$ cat src/rtl/subservient_wb_loader.sv
// Wishbone slave that loads the subservient core's program RAM one word at a time.
// Each word is split into four byte writes, and the core is held in reset until RUN is set.
module subservient_wb_loader #(
  parameter int unsigned AW    = 10,
  parameter int unsigned CNT_W = 16
) (
  input  logic          wb_clk_i,
  input  logic          wb_rst_i,
  input  logic          wbs_cyc_i,
  input  logic          wbs_stb_i,
  input  logic          wbs_we_i,
  input  logic [3:0]    wbs_sel_i,
  input  logic [31:0]   wbs_adr_i,
  input  logic [31:0]   wbs_dat_i,
  output logic          wbs_ack_o,
  output logic [31:0]   wbs_dat_o,
  output logic [AW-1:0] sram_waddr_o,
  output logic [7:0]    sram_wdata_o,
  output logic          sram_wen_o,
  output logic          core_rst_o
);

  localparam logic [1:0] REG_CTRL   = 2'd0;
  localparam logic [1:0] REG_ADDR   = 2'd1;
  localparam logic [1:0] REG_DATA   = 2'd2;
  localparam logic [1:0] REG_STATUS = 2'd3;

  typedef enum logic [1:0] {S_IDLE, S_SHIFT, S_ACK} state_t;

  state_t           r_state;
  logic             r_run;
  logic             r_err;
  logic [AW-1:0]    r_addr;
  logic [CNT_W-1:0] r_wcnt;
  logic [31:0]      r_word;
  logic [3:0]       r_sel;
  logic [1:0]       r_b;

  logic        w_req;
  logic        w_busy;
  logic [1:0]  w_reg;
  logic [1:0]  w_next_b;
  logic [31:0] w_status;
  logic [31:0] w_rdata;
  logic        w_unused;

  // A new access is only taken in IDLE and never while the previous ack is still high
  assign w_req    = wbs_cyc_i & wbs_stb_i & ~wbs_ack_o & (r_state == S_IDLE);
  assign w_busy   = (r_state != S_IDLE);
  assign w_reg    = wbs_adr_i[3:2];
  assign w_next_b = r_b + 2'd1;
  assign w_status = (32'(r_wcnt) << 16) | {30'd0, r_err, w_busy};
  assign w_unused = ^{wbs_adr_i[31:4], wbs_adr_i[1:0]};

  always_comb begin
    w_rdata = 32'd0;
    case (w_reg)
      REG_CTRL:   w_rdata = {31'd0, r_run};
      REG_ADDR:   w_rdata = 32'(r_addr);
      REG_STATUS: w_rdata = w_status;
      default:    w_rdata = 32'd0;
    endcase
  end

  always_ff @(posedge wb_clk_i or posedge wb_rst_i) begin
    if (wb_rst_i) begin
      r_state      <= S_IDLE;
      r_run        <= 1'b0;
      r_err        <= 1'b0;
      r_addr       <= '0;
      r_wcnt       <= '0;
      r_word       <= 32'd0;
      r_sel        <= 4'd0;
      r_b          <= 2'd0;
      wbs_ack_o    <= 1'b0;
      wbs_dat_o    <= 32'd0;
      sram_waddr_o <= '0;
      sram_wdata_o <= 8'd0;
      sram_wen_o   <= 1'b0;
      core_rst_o   <= 1'b1;
    end else begin
      wbs_ack_o  <= 1'b0;
      wbs_dat_o  <= 32'd0;
      sram_wen_o <= 1'b0;
      core_rst_o <= ~r_run;
      case (r_state)
        S_IDLE: begin
          if (w_req) begin
            if (wbs_we_i && (w_reg == REG_DATA) && !r_run) begin
              // Byte 0 goes out on the same edge that accepts the word
              r_state      <= S_SHIFT;
              r_word       <= wbs_dat_i;
              r_sel        <= wbs_sel_i;
              r_b          <= 2'd0;
              sram_waddr_o <= r_addr;
              sram_wdata_o <= wbs_dat_i[7:0];
              sram_wen_o   <= wbs_sel_i[0];
            end else begin
              wbs_ack_o <= 1'b1;
              if (!wbs_we_i) begin
                wbs_dat_o <= w_rdata;
              end else begin
                case (w_reg)
                  REG_CTRL: r_run  <= wbs_dat_i[0];
                  REG_ADDR: r_addr <= {wbs_dat_i[AW-1:2], 2'b00};
                  REG_DATA: r_err  <= 1'b1;
                  default:  ;
                endcase
              end
            end
          end
        end
        S_SHIFT: begin
          if (r_b == 2'd3) begin
            r_state   <= S_ACK;
            wbs_ack_o <= 1'b1;
            r_addr    <= r_addr + AW'(4);
            r_wcnt    <= r_wcnt + CNT_W'(1);
          end else begin
            r_b          <= w_next_b;
            sram_waddr_o <= r_addr + AW'(w_next_b);
            sram_wdata_o <= r_word[{w_next_b, 3'b000} +: 8];
            sram_wen_o   <= r_sel[w_next_b];
          end
        end
        S_ACK:   r_state <= S_IDLE;
        default: r_state <= S_IDLE;
      endcase
    end
  end

endmodule
$ cat config.mk
export PLATFORM = sky130hd
export DESIGN_NAME = subservient_wb_loader
export DESIGN_NICKNAME = d
export VERILOG_FILES = /design/src/rtl/subservient_wb_loader.sv
export SDC_FILE = /design/constraint.sdc
export NUM_CORES = 1
export LEC_CHECK = 0
export ABC_AREA = 0
export ABC_CLOCK_PERIOD_IN_PS = 11440
export CORE_ASPECT_RATIO = 1.2
export CORE_MARGIN = 2
export CORE_UTILIZATION = 49
export DETAILED_ROUTE_END_ITERATION = 8
export PLACE_DENSITY = 0.8
export SYNTH_ARGS = -nofsm -noshare
export SYNTH_HDL_FRONTEND = slang
export SYNTH_SLANG_ARGS = --single-unit
export TNS_END_PERCENT = 100
$ cat constraint.sdc
create_clock -name wb_clk_i -period 11.44 [get_ports wb_clk_i]
set_input_delay 2.288 -clock wb_clk_i [delete_from_list [all_inputs] [get_ports wb_clk_i]]
set_output_delay 2.288 -clock wb_clk_i [all_outputs]
set_load 0.02 [all_outputs]
==> results.md, run 1 <==
- Outcome: completed
- Critical path arrival: 4.77 ns
- Worst reg2reg path endpoint: sram_wdata_o[0]$_DFFE_PP0P_
- Fmax: 223 MHz
- Mapped cell area: 0.00497 mm2
- Overall Global Routing Usage: 0.197
- Core Box Area: 0.00996 mm2
- PD cells: 251 mW/mm2
- Slew Viols, Final: 0
- Die Width: 95.9 um
- Critical Path Slowest Stage Cell: clkdlybuf4s50_1
- # rows: 40
- Dpl hpwl: 6.71 mm
- Postcts setup bufs: 0
- Hold Path Origin: r_run$_DFFE_PP0P_
- CP peak stage delay: 0.64 ns
- Via count: 3313
- TritonRoute pass-1 iters: 4
- Drt via density: 5.32
- Post-DR wirelength/cell: 15.8 um
- Non-Filler Instances: 623
- Final total power: 0.00163 W
- Dpl cells: 591
- Critical Path End Type: flop
- Syn-to-layout area delta: 31.1%
- Final hold violation count: 0
- Io pins: 126
- CTS resizes: 0
- Number of synthesized flops with an enable pin: 0
- Min Tclk post-route: 4.49 ns
- Clk buf depth: 2
- Initial Utilization: 0.499
- Synth cell types: 55
- Tightest Hold Check Type: reg -> reg
- Cells along the critical path: clkdlybuf4s50_1 -> nand4bb_1 -> nor3_4 -> buf_4 -> nor2_2 -> inv_2 -> mux2_1
- Crit path required time: 11.72 ns
- Die area: 0.0110 mm2
- Vias in the first global route: 3405
- DRC Markers: 0
- FF-to-FF setup slack: 8.82 ns
- Fin crit share: 0.393
- Clock sink count: 113
- Hold depth: 1
- Worst-Margin Slew: 0.947 ns
- Fin Clk Skew: 0.00473 ns
- Synthesis-stage register bit count: 113
- Cell family with most CP delay: buffers and inverters
- Die H: 114 um
- First-pass GRT wire length: 16.4 mm
- Initial drt markers: 193
- Synth async-reset ratio: 1.00
- Buffers and inverters on the worst path: 3
- Largest net degree at the start of global routing: 80
- DRT antenna net count: 0
- Layout Nets: 561
- Global route overflow: 0
- Syn_area_per_cell: 12.6 um2
- Initial antenna violation count: 0
- Fraction of layout cells with a size suffix above 1: 0.139
- Clk Latency, worst-skew pair: 0.40 ns
- LEAKAGE: 2.85 nW
- Gate Count Post-Synth: 393
- R2R depth: 5
- Clk root buf: clkbuf_16
- # setup viols final: 0
- TritonCTS Buffers: 17
- Reg2reg start: r_b[0]$_DFFE_PP0P_
- CTS tree: done
- Dominant synthesized flop cell: dfrtp_1
- Final wirelength: 9.85 mm
- Gpl congestion: 0.833
- CTS Hold Bufs: 0
- Setup WS post-layout: 6.95 ns
- Max rail drop VDD: 0.000135 V
- Hold_ws: 0.442 ns
- Crit path kind: in -> reg
- Sequential fraction of the synthesis area: 0.570
- Max cap viols: 0
- Hold EP: core_rst_o$_DFF_PP1_
- Dpl ws: 6.58 ns
- RSZ-0062 raised after global routing: no
- Setup TNS: 0 ns
- Reg clk slew, reported paths: 0.05 ns
- H-tree depth: 4
- Startpoint types: primary input
- YS warnings: 0
- N_diodes: 0
- Worst-path maximum fanout: 38
- Slew HR: 0.368
- Number of port buffers: 89
state kept, by name, summed over array words and instances, names as in the netlist:
signal and flops:
r_run 1, r_err 1, r_state 2, r_word 32, wbs_ack_o 1, wbs_dat_o 26, sram_wen_o 1, core_rst_o 1
r_sel 4, r_b 2, sram_waddr_o 10, r_wcnt 16, sram_wdata_o 8, r_addr 8
worst max path at each step:
| stage | from | end | cells past startpoint |
|---|---|---|---|
| global placement | wbs_adr_i[3] | sram_waddr_o[9]$_DFFE_PP0P_ | 7 |
| CTS | wbs_adr_i[3] | sram_waddr_o[7]$_DFFE_PP0P_ | 7 |
| finish | wbs_adr_i[3] | sram_waddr_o[7]$_DFFE_PP0P_ | 7 |
| global route | wbs_adr_i[3] | sram_waddr_o[7]$_DFFE_PP0P_ | 7 |
| floorplan | wb_rst_i | r_addr[2]$_DFFE_PP0P_ | 1 |
| detailed placement | wbs_adr_i[3] | sram_waddr_o[9]$_DFFE_PP0P_ | 7 |
per-layer routing:
metal  GRT usage  up-vias  part of all wire
li1            -     1550                 -
met1       0.245     1645              0.43
met2       0.326      106              0.51
met3      0.0619       12             0.051
met4      0.0638        0            0.0097
met5           0        -                 0
power breakdown:
group	total (W)	internal (W)	switching [W]
Sequential	0.000631	0.000524	0.000107
Combinational	0.000456	0.000231	0.000225
Clock	0.000548	0.000374	0.000173
Total	0.00163	0.00113	0.000506
stage by stage:
| stage | util | cell area, um2 |
|---|---|---|
| detailed placement | 0.591 | 5890 |
| global placement | 0.591 | 5890 |
| global route | 0.654 | 6510 |
| finish | 0.654 | 6510 |
| CTS | 0.654 | 6510 |
| floorplan | - | 4990 |
cell type report:
cell class	count	area, um2
repair buffers	91	906
flip-flops and latches	113	2830
fillers	750	3450
clock buffers	22	464
multi-input cells	256	1970
inverters	5	21.3
well taps	126	158
clock inverters	10	158
Yosys cell counts, types with 2 or more instances:
master | number | share of area
a21oi_2 | 2 | 0.0035
nand4_1 | 7 | 0.0088
nor2_2 | 2 | 0.0025
dfrtp_1 | 112 | 0.56
mux2i_1 | 9 | 0.018
nor2b_1 | 2 | 0.0025
a21oi_1 | 9 | 0.0091
a31oi_1 | 9 | 0.011
o311a_1 | 2 | 0.0040
o22ai_1 | 4 | 0.0050
a2bb2oi_2 | 3 | 0.0091
nand2b_1 | 2 | 0.0025
ha_1 | 4 | 0.010
and2_1 | 26 | 0.033
a22o_1 | 5 | 0.0088
xnor2_1 | 12 | 0.021
buf_2 | 6 | 0.0060
buf_4 | 9 | 0.014
nand4b_1 | 3 | 0.0053
nor3_1 | 5 | 0.0050
inv_1 | 4 | 0.0030
nand4bb_1 | 2 | 0.0045
nand3_1 | 13 | 0.013
xor2_1 | 7 | 0.012
o31a_1 | 2 | 0.0035
nor2_1 | 20 | 0.015
buf_6 | 5 | 0.011
mux2_1 | 33 | 0.075
mux2_2 | 17 | 0.039
o21ai_1 | 2 | 0.0020
a21boi_2 | 3 | 0.0068
nand3b_1 | 2 | 0.0030
nand2_1 | 24 | 0.018
clkbuf_1 | 5 | 0.0038
cells in the final DEF, fill, tap and decap left out, types with 3 or more instances in the layout:
cell / n
a21boi_2: 3
a21oi_1: 9
a22o_1: 5
a2bb2oi_2: 3
a31oi_1: 9
and2_1: 26
bufinv_16: 4
clkbuf_1: 3
clkbuf_16: 17
clkdlybuf4s50_1: 89
clkinv_2: 3
clkinvlp_4: 3
conb_1: 7
dfrtp_1: 112
ha_1: 4
inv_1: 3
mux2_1: 33
mux2_2: 17
mux2i_1: 9
nand2_1: 24
nand3_1: 13
nand4_1: 7
nand4b_1: 3
nor2_1: 20
nor3_1: 5
o22ai_1: 4
xnor2_1: 12
xor2_1: 7
kinds of logic (layout without fill, tap and decap cells):
group | count (synthesis) | after routing | synth area share
flops | 113 | 113 | 0.570
xor+xnor | 19 | 19 | 0.0335
other cells | 1 | 7 | 0.000755
buf+inv | 30 | 128 | 0.0385
simple gates | 120 | 120 | 0.138
mux | 60 | 60 | 0.136
fa+ha+maj | 4 | 4 | 0.0101
compound gates | 46 | 46 | 0.0738
Note: power is estimated with default switching activity, not from simulation.
==> inputs of run 2 (changes only) <==
- ABC_CLOCK_PERIOD_IN_PS: 11440 -> 3700
- CORE_UTILIZATION: 49 -> 44
- PLACE_DENSITY: 0.8 -> 0.76
- clock period: 11.44 -> 3.7 ns (I/O delays scaled with it)
==> results.md, run 2 (same netlist as run 1, synthesis figures left out) <==
- Core Box Area: 0.0110 mm2
- Tightest Hold Check Type: reg -> reg
- Dpl cells: 599
- Final wirelength: 10.1 mm
- CTS Hold Bufs: 0
- Max layer used: met4
- DRT antenna net count: 0
- Largest regs: r_word (32), wbs_dat_o (26), r_wcnt (16)
- Hold EP: core_rst_o$_DFF_PP1_
- Global route overflow: 0
- Largest net degree at the start of global routing: 44
- FF-to-FF setup slack: 1.26 ns
- Fin crit share: 0.659
- Most frequent cells in the layout: dfrtp_1, clkdlybuf4s50_1, mux2_1
- Post-DR wirelength/cell: 16.0 um
- Crit path kind: reg -> reg
- Gpl congestion: 0.802
- DRC Markers: 0
- Critical Path End Type: flop
- Worst-path maximum fanout: 30
- Postcts setup bufs: 0
- Via count: 3350
- First-pass GRT wire length: 16.7 mm
- Multi-input gate area: 0.00197 mm2
- LEAKAGE: 2.88 nW
- Max cap viols: 0
- Final hold violation count: 0
- Io pins: 126
- CTS resizes: 0
- PD cells: 780 mW/mm2
- Layout Nets: 563
- Drt via density: 5.31
- WL met1: 4.43 mm
- R2R depth: 5
- Vias in the first global route: 3448
- Critical path arrival: 2.71 ns
- Dpl hpwl: 6.69 mm
- Reg clk slew, reported paths: 0.05 ns
- Non-Filler Instances: 631
- Max rail drop VDD: 0.000458 V
- Initial antenna violation count: 0
- Min Tclk post-route: 2.44 ns
- Clk root buf: clkbuf_16
- Hold depth: 1
- Met3 WL: 496 um
- CTS tree: done
- Initial Utilization: 0.450
- Register area: 0.00283 mm2
- Largest reg by FF count: r_word
- Fin Clk Skew: 0.00645 ns
- Fraction of layout cells with a size suffix above 1: 0.146
- TritonRoute pass-1 iters: 4
- Final total power: 0.00513 W
- Hold Path Origin: r_run$_DFFE_PP0P_
- Worst-Margin Slew: 0.804 ns
- H-tree depth: 4
- Fmax: 410 MHz
- Finished Core Util: 0.596
- Met2 routed WL: 5.08 mm
- Filler cell count: 866
- Die Width: 101 um
- Clock sink count: 113
- Crit path required time: 3.98 ns
- RSZ-0062 raised after global routing: no
- # setup viols final: 0
- Reg2reg start: r_state[1]$_DFFE_PP0P_
- Number of port buffers: 89
- # rows: 42
- Die H: 120 um
- TritonCTS Buffers: 17
- Initial drt markers: 218
- Slew HR: 0.463
- Syn-to-layout area delta: 32.5%
- Outcome: completed
- Die area: 0.0122 mm2
- Clk buf depth: 2
- Max reg flops: 32
- Worst reg2reg path endpoint: sram_waddr_o[7]$_DFFE_PP0P_
- Most common cell after layout, fill and taps aside: dfrtp_1
- Clk Latency, worst-skew pair: 0.40 ns
- Slew Viols, Final: 0
- Overall Global Routing Usage: 0.177
- Setup TNS: 0 ns
- N_diodes: 0
- Startpoint types: flop
==> run 2: cell types whose count changed in the layout (fill, tap and decap cells not counted), sizes merged <==
cell	delta
bufinv	+1
clkinvlp	+1
clkinv	+3
clkbuf	-4
inv	-1
buf	+2
==> run 2: metal layers <==
metal / track usage / vias up
met5: 0 / -
met3: 0.0497 / 6
met4: 0.0633 / 0
met1: 0.225 / 1668
met2: 0.288 / 115
li1: - / 1561
==> run 2: worst max-delay path by stage <==
stage	slack [ns]	endpoint	start
floorplan	1.59	r_addr[2]$_DFFE_PP0P_	wb_rst_i
detailed placement	0.88	sram_waddr_o[7]$_DFFE_PP0P_	wbs_adr_i[3]
global route	1.02	sram_waddr_o[7]$_DFFE_PP0P_	r_state[1]$_DFFE_PP0P_
global placement	0.91	sram_waddr_o[9]$_DFFE_PP0P_	wbs_adr_i[3]
finish	1.26	sram_waddr_o[7]$_DFFE_PP0P_	r_state[1]$_DFFE_PP0P_
CTS	1.27	sram_waddr_o[7]$_DFFE_PP0P_	r_state[1]$_DFFE_PP0P_
==> run 2: critical path: stages, from the launching register on <==
cell and delay, ns:
dfrtp_1 0.44, nand2b_1 0.53, nor2_1 0.45, nor2_2 0.11, inv_2 0.39, mux2_1 0.38
==> run 2: final cells by class <==
cell class,instances,share of cell area
inverter,5,0.00342
tap,132,0.0251
multi-input combinational,256,0.300
timing repair buffer,93,0.144
sequential,113,0.430
clock buffer,18,0.0652
clock inverter,14,0.0325
==> run 2: per-stage QoR <==
stage | hold WS [ns] | setup WS [ns] | area, um2
after global routing | 0.478 | 1.02 | 6580
after floorplan | 0.403 | 1.59 | 4990
after CTS | 0.451 | 1.27 | 6580
final | 0.454 | 1.26 | 6580
after global placement | 0.437 | 0.909 | 5940
after detailed placement | 0.437 | 0.878 | 5940
==> run 2: power by group <==
group | leakage (nW) | switching (W) | internal [W]
clock network | 0.306 | 0.000557 | 0.00119
logic | 1.13 | 0.000753 | 0.000722
registers | 1.45 | 0.000287 | 0.00162
==> inputs of run 3 (changes only) <==
- ABC_CLOCK_PERIOD_IN_PS: 3700 -> 2250
- CORE_UTILIZATION: 44 -> 49
- PLACE_DENSITY: 0.76 -> 0.8
- clock period: 3.7 -> 2.25 ns (I/O delays scaled with it)
==> results.md, run 3 (same netlist as run 1, synthesis figures left out) <==
- Min Tclk post-route: 1.97 ns
- Initial antenna violation count: 0
- Hold EP: core_rst_o$_DFF_PP1_
- Fin crit share: 0.874
- R2R depth: 7
- Critical Path End Type: output port
- Finished Core Util: 0.670
- Initial drt markers: 158
- Tightest Hold Check Type: reg -> reg
- Hold depth: 1
- Max cap viols: 0
- Syn-to-layout area delta: 34.3%
- Via count: 3449
- Critical Path Slowest Stage Cell: clkdlybuf4s50_1
- Dpl hpwl: 7.29 mm
- CTS tree: done
- DRC Markers: 0
- Post-DR wirelength/cell: 16.7 um
- PD cells: 1260 mW/mm2
- Postcts setup bufs: 0
- Drt via density: 5.39
- Io pins: 126
- Clock sink count: 113
- First-pass GRT wire length: 17.7 mm
- Number of port buffers: 89
- Fmax: 509 MHz
- Buffers and inverters on the worst path: 1
- Hold Path Origin: r_run$_DFFE_PP0P_
- Global route overflow: 0
- Overall Global Routing Usage: 0.213
- Die Width: 95.9 um
- Cells along the critical path: clkdlybuf4s50_1
- # setup viols final: 0
- Outcome: completed
- Most frequent cells in the layout: dfrtp_1, clkdlybuf4s50_1, mux2_1
- H-tree depth: 4
- Clk buf depth: 2
- Max reg flops: 32
- Layout Nets: 578
- Final wirelength: 10.7 mm
- Crit path kind: reg -> out
- Slew Viols, Final: 0
- Clk root buf: clkbuf_16
- Fraction of layout cells with a size suffix above 1: 0.173
- RSZ-0062 raised after global routing: no
- CTS resizes: 0
- N_diodes: 0
- Vias in the first global route: 3570
- Fin Clk Skew: 0.00833 ns
- Cell family with most CP delay: buffers and inverters
- Worst reg2reg path endpoint: sram_wdata_o[5]$_DFFE_PP0P_
- Largest reg by FF count: r_word
- Reg2reg start: r_state[1]$_DFFE_PP0P_
- Gpl congestion: 0.830
- Largest net degree at the start of global routing: 38
- TritonCTS Buffers: 17
- # rows: 40
- FF-to-FF setup slack: 0.34 ns
- Max rail drop VDD: 0.000790 V
- Largest regs: r_word (32), wbs_dat_o (26), r_wcnt (16)
- Crit path required time: 1.80 ns
- CTS Hold Bufs: 0
- Dpl ws: -0.0536 ns
- Setup WS post-layout: 0.283 ns
- Worst-Margin Slew: 0.648 ns
- Worst-path maximum fanout: 5
- TritonRoute pass-1 iters: 6
- Initial Utilization: 0.499
- Reg clk slew, reported paths: 0.06 ns
- DRT antenna net count: 0
- Die area: 0.0110 mm2
- Slew HR: 0.567
- Die H: 114 um
- Clk Latency, worst-skew pair: 0.41 ns
- Startpoint types: flop
- Most common cell after layout, fill and taps aside: dfrtp_1
- Core Box Area: 0.00996 mm2
- LEAKAGE: 2.94 nW
- Final hold violation count: 0
- CP peak stage delay: 0.65 ns
- Critical path arrival: 1.52 ns
[run 3: cell types whose count changed in the layout (fill, tap and decap cells not counted), sizes merged]
cell,before,now
bufinv,5,3
buf,4,19
clkbuf,18,19
clkinvlp,4,5
[run 3: metal layers]
metal | up-vias | global-route usage | part of all wire
li1 | 1591 | - | -
met1 | 1707 | 0.257 | 0.41
met2 | 134 | 0.355 | 0.52
met3 | 17 | 0.0724 | 0.053
met4 | 0 | 0.0733 | 0.015
met5 | - | 0 | 0
[run 3: through the flow]
stage               cells  setup TNS [ns]  power (W)  cell area [um2]  hold WS, ns
floorplan             399               0    0.00475             4990        0.403
finish                640               0    0.00842             6670        0.466
global route          640               0    0.00885             6670        0.481
global placement      608               0    0.00554             6050        0.437
detailed placement    608          -0.248    0.00566             6050        0.458
CTS                   640               0    0.00846             6670        0.459
[run 3: area by class of cell]
cell class	count	area (um2)
well taps	126	158
multi-input cells	256	1970
clock inverters	13	161
clock buffers	19	453
flip-flops and latches	113	2830
repair buffers	108	1070
inverters	5	22.5
fillers	708	3290
[run 3: worst max path at each step]
| stage | startpoint | endpoint | slack (ns) | cells after the start |
|---|---|---|---|---|
| floorplan | wb_rst_i | r_addr[2]$_DFFE_PP0P_ | 0.43 | 1 |
| global placement | wbs_adr_i[3] | r_addr[2]$_DFFE_PP0P_ | 0.03 | 6 |
| detailed placement | wbs_stb_i | sram_wdata_o[6]$_DFFE_PP0P_ | -0.05 | 8 |
| CTS | core_rst_o$_DFF_PP1_ | core_rst_o | 0.27 | 1 |
| global route | wbs_stb_i | sram_wdata_o[6]$_DFFE_PP0P_ | 0.23 | 8 |
| finish | wbs_ack_o$_DFF_PP0_ | wbs_ack_o | 0.28 | 1 |
[run 3: worst register-to-register path: cells and delay by family (launching register included)]
kind | cells | cell delay [ns]
and+or+nand+nor | 4 | 0.79
DFF | 1 | 0.45
buffers and inverters | 2 | 0.42
AOI/OAI and AO/OA | 1 | 0.17
[run 3: power breakdown]
| group | total [W] | internal (W) | switching (W) |
|---|---|---|---|
| registers | 0.00315 | 0.00266 | 0.000484 |
| clock network | 0.00275 | 0.00180 | 0.000954 |
| logic | 0.00252 | 0.00126 | 0.00127 |
